### src/rtl/opto_period_stats.sv
// Code-disc tooth period capture per revolution into a ping-pong buffer, with
// per-revolution min/max/total, tooth-count check, edge blanking and stall detect.
module opto_period_stats #(
  parameter int unsigned N_TEETH   = 60,
  parameter int unsigned CNT_W     = 32,
  parameter int unsigned AW        = 6,
  parameter int unsigned MIN_GAP   = 16,
  parameter int unsigned STALL_CYC = 50000000
) (
  input  logic             i_clk_50m,
  input  logic             i_rst,
  input  logic             i_opto_switch,
  input  logic             i_zero_sign,
  input  logic             i_motor_state,
  input  logic [AW-1:0]    i_ram_raddr,
  input  logic             i_ram_ren,
  output logic [CNT_W-1:0] o_ram_rdata,
  output logic             o_rev_done,
  output logic             o_rev_valid,
  output logic             o_tooth_err,
  output logic             o_stall,
  output logic [7:0]       o_tooth_num,
  output logic [CNT_W-1:0] o_period_min,
  output logic [CNT_W-1:0] o_period_max,
  output logic [CNT_W-1:0] o_rev_period
);
  localparam int unsigned      DEPTH     = 2**AW;
  localparam logic [CNT_W-1:0] MIN_GAP_C = CNT_W'(MIN_GAP);
  localparam logic [CNT_W-1:0] STALL_C   = CNT_W'(STALL_CYC);
  localparam logic [7:0]       N_TEETH_C = 8'(N_TEETH);
  localparam logic [AW-1:0]    LAST_ADDR = AW'(N_TEETH);

  typedef enum logic [1:0] {IDLE, WAIT_ZERO, RUN} state_t;
  state_t state, state_nxt;

  // [0] = meta, [1] = s1, [2] = s2
  logic [2:0] opto_sync, zero_sync, motor_sync;
  logic       opto_rise, zero_rise, motor_on;

  logic [CNT_W-1:0] pcnt, rcnt, run_min, run_max;
  logic [7:0]       idx;
  logic             wsel;
  logic             ev_zero, ev_commit, ev_opto, ev_stall, ev_write;

  logic [CNT_W-1:0] mem [2*DEPTH];
  logic [AW:0]      waddr;
  logic [CNT_W-1:0] wdata;
  logic             we;

  function automatic logic [CNT_W-1:0] sat_inc(input logic [CNT_W-1:0] v);
    return (v == '1) ? v : v + 1'b1;
  endfunction

  assign opto_rise = opto_sync[1] & ~opto_sync[2];
  assign zero_rise = zero_sync[1] & ~zero_sync[2];
  assign motor_on  = motor_sync[2];

  always_ff @(posedge i_clk_50m) begin
    if (i_rst) begin
      opto_sync  <= '0;
      zero_sync  <= '0;
      motor_sync <= '0;
    end else begin
      opto_sync  <= {opto_sync[1:0], i_opto_switch};
      zero_sync  <= {zero_sync[1:0], i_zero_sign};
      motor_sync <= {motor_sync[1:0], i_motor_state};
    end
  end

  always_ff @(posedge i_clk_50m) begin
    if (i_rst) state <= IDLE;
    else       state <= state_nxt;
  end

  always_comb begin
    state_nxt = state;
    if (!motor_on) begin
      state_nxt = IDLE;
    end else begin
      case (state)
        IDLE:      state_nxt = WAIT_ZERO;
        WAIT_ZERO: if (zero_rise) state_nxt = RUN;
        RUN:       if (ev_stall) state_nxt = WAIT_ZERO;
        default:   state_nxt = IDLE;
      endcase
    end
  end

  // Zero rise outranks a coincident opto rise; stall only fires on an otherwise idle cycle.
  always_comb begin
    ev_zero   = 1'b0;
    ev_commit = 1'b0;
    ev_opto   = 1'b0;
    ev_stall  = 1'b0;
    if (motor_on) begin
      case (state)
        WAIT_ZERO: ev_zero = zero_rise;
        RUN: begin
          ev_zero   = zero_rise;
          ev_commit = zero_rise;
          ev_opto   = opto_rise && !zero_rise && (pcnt >= MIN_GAP_C);
          ev_stall  = !zero_rise && !ev_opto && (pcnt >= STALL_C);
        end
        default: ;
      endcase
    end
  end

  assign ev_write = ev_opto && (idx < N_TEETH_C);

  always_ff @(posedge i_clk_50m) begin
    if (i_rst) begin
      pcnt         <= '0;
      rcnt         <= '0;
      idx          <= '0;
      run_min      <= '1;
      run_max      <= '0;
      wsel         <= 1'b0;
      o_rev_done   <= 1'b0;
      o_rev_valid  <= 1'b0;
      o_tooth_err  <= 1'b0;
      o_stall      <= 1'b0;
      o_tooth_num  <= '0;
      o_period_min <= '0;
      o_period_max <= '0;
      o_rev_period <= '0;
    end else begin
      pcnt       <= (ev_zero || ev_opto) ? CNT_W'(1) : sat_inc(pcnt);
      rcnt       <= ev_zero ? CNT_W'(1) : sat_inc(rcnt);
      o_rev_done <= ev_commit;
      if (ev_zero) begin
        idx     <= '0;
        run_min <= '1;
        run_max <= '0;
      end else if (ev_opto) begin
        if (idx != 8'hFF) idx <= idx + 8'd1;
        if (ev_write) begin
          if (pcnt < run_min) run_min <= pcnt;
          if (pcnt > run_max) run_max <= pcnt;
        end
      end
      if (ev_commit) begin
        wsel         <= ~wsel;
        o_rev_valid  <= 1'b1;
        o_tooth_num  <= idx;
        o_tooth_err  <= (idx != N_TEETH_C);
        o_period_min <= run_min;
        o_period_max <= run_max;
        o_rev_period <= rcnt;
      end
      if (zero_rise)     o_stall <= 1'b0;
      else if (ev_stall) o_stall <= 1'b1;
    end
  end

  // Write port only ever targets the capture bank; the read bank is ~wsel.
  always_comb begin
    we = ev_write || ev_commit;
    if (ev_commit) begin
      waddr = {wsel, AW'(0)};
      wdata = CNT_W'(idx);
    end else begin
      waddr = {wsel, AW'(idx + 8'd1)};
      wdata = pcnt;
    end
  end

  always_ff @(posedge i_clk_50m) begin
    if (we) mem[waddr] <= wdata;
  end

  always_ff @(posedge i_clk_50m) begin
    if (i_rst) begin
      o_ram_rdata <= '0;
    end else if (i_ram_ren) begin
      if (!o_rev_valid || (i_ram_raddr > LAST_ADDR)) o_ram_rdata <= '0;
      else                                           o_ram_rdata <= mem[{~wsel, i_ram_raddr}];
    end
  end
endmodule

### config.mk
export PLATFORM = sky130hd
export DESIGN_NAME = opto_period_stats
export DESIGN_NICKNAME = d
export VERILOG_FILES = /design/src/rtl/opto_period_stats.sv
export SDC_FILE = /design/constraint.sdc
export NUM_CORES = 2
export LEC_CHECK = 0
export BUFFER_PORTS_ARGS = -buffer_cell sky130_fd_sc_hd__buf_2
export CORE_MARGIN = 2
export CORE_UTILIZATION = 32
export DETAILED_ROUTE_END_ITERATION = 8
export PLACE_DENSITY = 0.45
export SYNTH_ARGS = -nofsm -noshare
export SYNTH_HDL_FRONTEND = slang
export SYNTH_SLANG_ARGS = --single-unit
### constraint.sdc
create_clock -name i_clk_50m -period 21.9 [get_ports i_clk_50m]
set_input_delay 5.475 -clock i_clk_50m [delete_from_list [all_inputs] [get_ports i_clk_50m]]
set_output_delay 5.475 -clock i_clk_50m [all_outputs]
set_load 0.05 [all_outputs]
==> flow_metrics.py <==
metrics = {
    "outcome": {
        "status": "finished, final reports clean",
    },
    "synthesis": {
        "synth_seq_cells": 4384,
        "async_flop_share": 0,
        "synth_cells": 8476,
        "ys_warn_count": 0,
        "syn-cell-area_mm2": 0.169,
        "yosysSeqAreaShare": 0.764,
        "synth.avg_cell_area_um2": 19.9,
        "ys_types": 68,
        "synth_ff_type": "edfxtp_1",
        "synth_nets": 8559,
        "synth_edf_count": 4096,
    },
    "floorplan": {
        "start_util": 0.321,
        "die_h_um": 730,
        "core_mm2": 0.525,
        "boundaryPins": 152,
        "die_w_um": 730,
        "fp-row-count": 266,
        "die_area_mm2": 0.533,
    },
    "timing": {
        "setup_tns_ps": 0,
        "worst_pin_slew_ps": 1440,
        "setup-violations-final": 0,
        "max_clock_freq_mhz": 99.9,
        "period_minus_slack_ps": 10010,
        "fin_crit_sh": 0.457,
        "whs_ps": 444,
        "hold_viol": 0,
        "slew_viol_final": 0,
        "relSlewSlack": 0.0394,
        "rsz0062_at_grt": "no",
        "fin_skew_ps": 57.7,
    },
    "global_route": {
        "grt_pass1_vias": 89400,
        "grt_max_degree": 100,
        "overflow": 0,
        "antenna_found_initial": 45,
        "grt_pass1_wl_mm": 764,
        "grt_use_total": 0.207,
    },
    "worst_setup_path": {
        "cp.arrival_ps": 10910,
        "crit_path_start_kind": "primary input",
        "path_max_fanout": 99,
        "critPathCaptureType": "flip-flop",
        "rr_worst_depth": 9,
        "required_ps": 22790,
        "crit_type": "in2reg",
    },
    "pwr": {
        "switchingPower_mw": 3.70,
        "power_frac_seq": 0.524,
        "power_switching_share": 0.214,
        "p_int_mw": 13.6,
        "power_leakage_nw": 53.0,
        "irDropWorstVdd_v": 0.0000793,
        "pwr-share-clk": 0.447,
        "pwr-share-comb": 0.029,
        "p_per_area_mw_per_mm2": 88.7,
    },
    "min_path": {
        "holdCritPathClass": "reg2reg",
        "whs_path_depth": 1,
    },
    "route": {
        "vias_per_cell": 5.44,
        "drtIter0Drc": 10100,
        "drtPass1Iterations": 6,
        "totalWireLength_mm": 562,
        "wl_per_cell_um": 34.5,
        "routed-via-count": 88600,
        "antenna_left": 0,
        "drc": 0,
    },
    "place": {
        "port-buffer-count": 151,
        "post_dp_cell_area_mm2": 0.180,
        "placed_cells": 15400,
        "gp_congestion": 0.809,
        "hpwl_mm": 333,
    },
    "layout": {
        "final_cell_mix": "4096 x edfxtp_1, 895 x mux4_2, 464 x clkbuf_16",
        "fin_util": 0.371,
        "final_common_cell": "edfxtp_1",
        "stdcell_count": 16300,
        "stdcell_area_mm2": 0.194,
        "area_growth_syn_to_layout_pct": 15.3,
        "fin_nets": 8986,
        "drive_gt1_frac": 0.246,
    },
    "cts": {
        "cts_buffers": 461,
        "post-cts-setup-buffers": 0,
        "cts-htree-levels": 5,
        "ctsHoldBuffers": 0,
        "clk_pin_slew_ps": 60,
        "clk_latency_ps": 1040,
        "cts.sinks": 4384,
        "cts_root_buffer": "clkbuf_16",
        "post_cts_resized": 0,
        "cts_tree": "built",
        "cts_buffer_depth": 4,
    },
    "run": {
        "cap_violations": 0,
    },
}
-- metal layers --
layer,GRT usage,part of all wire
met4,0.0503,0.027
met1,0.286,0.42
met3,0.0326,0.066
met5,0,0.000073
met2,0.342,0.48
-- power by group through the flow --
stage          registers (mW)  clock network [mW]  logic, mW
2_1_floorplan            9.22                   0      0.272
3_3_place_gp             9.21                   0      0.504
3_5_place_dp             9.21                   0      0.505
4_1_cts                  9.04                7.87      0.506
5_1_grt                  9.03                8.18      0.515
6_report                 9.04                7.72      0.495
-- synthesized netlist by cell type, types with 29 or more instances --
cell | instances | area (um2)
buf_1 | 35 | 131
ha_1 | 71 | 888
buf_2 | 156 | 781
xor2_1 | 37 | 324
mux2i_1 | 297 | 2970
nand3_1 | 96 | 480
nand4_1 | 55 | 344
a221oi_1 | 130 | 1140
nor2_1 | 300 | 1130
and2_1 | 29 | 181
nand2_1 | 448 | 1680
inv_1 | 76 | 285
a22oi_1 | 236 | 1770
nor3_1 | 58 | 290
dfxtp_1 | 288 | 5770
a21oi_1 | 178 | 891
a211oi_1 | 101 | 758
buf_4 | 38 | 285
clkbuf_1 | 275 | 1030
xnor2_1 | 32 | 280
edfxtp_1 | 4096 | 123000
mux2_2 | 44 | 495
o21ai_0 | 95 | 475
a22o_1 | 54 | 473
o22ai_1 | 55 | 344
mux4_2 | 895 | 20200
nor2b_1 | 80 | 500
-- layout make-up --
class                           instances  area [um2]
Sequential cell                      4384      129000
Antenna cell                           17        42.5
Timing Repair Buffer                  471        3290
Tap cell                             6968        8720
Inverter                               77         290
Clock buffer                          573       12200
Clock inverter                        278        2480
Fill cell                           48000      330000
Multi-Input combinational cell       3508       38700
-- worst max-delay path, cell delays in order --
cell and delay (ps):
buf_12 640, buf_4 650, buf_12 530, buf_4 680, buf_4 610, mux4_2 580
a221oi_1 300, o21ai_0 260, a211oi_1 650, nor3_1 100
-- stage by stage --
| stage | setup slack, ps | power, mW |
|---|---|---|
| finish | 11890 | 17.2 |
| global placement | 10470 | 9.72 |
| floorplan | 14280 | 9.49 |
| detailed placement | 10710 | 9.72 |
| global route | 11500 | 17.7 |
| CTS | 11850 | 17.4 |
-- sequential cells by signal, indices dropped and copies added (netlist names) --
name and count:
mem 4096, o_period_max 32, o_period_min 32, o_ram_rdata 32, o_rev_period 32, pcnt 32
rcnt 32, run_max 32, run_min 32, idx 8, o_tooth_num 8, motor_sync 3
opto_sync 3, zero_sync 3, state 2, o_rev_done 1, o_rev_valid 1, o_stall 1
o_tooth_err 1, wsel 1
-- cells by family (layout without fill, tap and decap cells) --
kind of cell,Yosys count,in the layout,synth area share
fa+ha+maj,71,71,0.00527
flops,4384,4384,0.764
compound gates,990,990,0.0414
mux,1236,1236,0.140
xor+xnor,69,69,0.00358
simple gates,1142,1142,0.0307
other cells,0,17,0
buf+inv,584,1399,0.0151
-- worst paths after layout --
| kind | from | to | slack, ps |
|---|---|---|---|
| worst min register to register | motor_sync[1] | motor_sync[2] | 440 |
| worst min-delay path | motor_sync[1] | motor_sync[2] | 440 |
| worst max register to register | state[0] | mem[67][31] | 16830 |
| worst max-delay path | i_ram_raddr[0] | o_ram_rdata[9] | 11890 |
No activity file was read; power rests on OpenSTA's default activity.
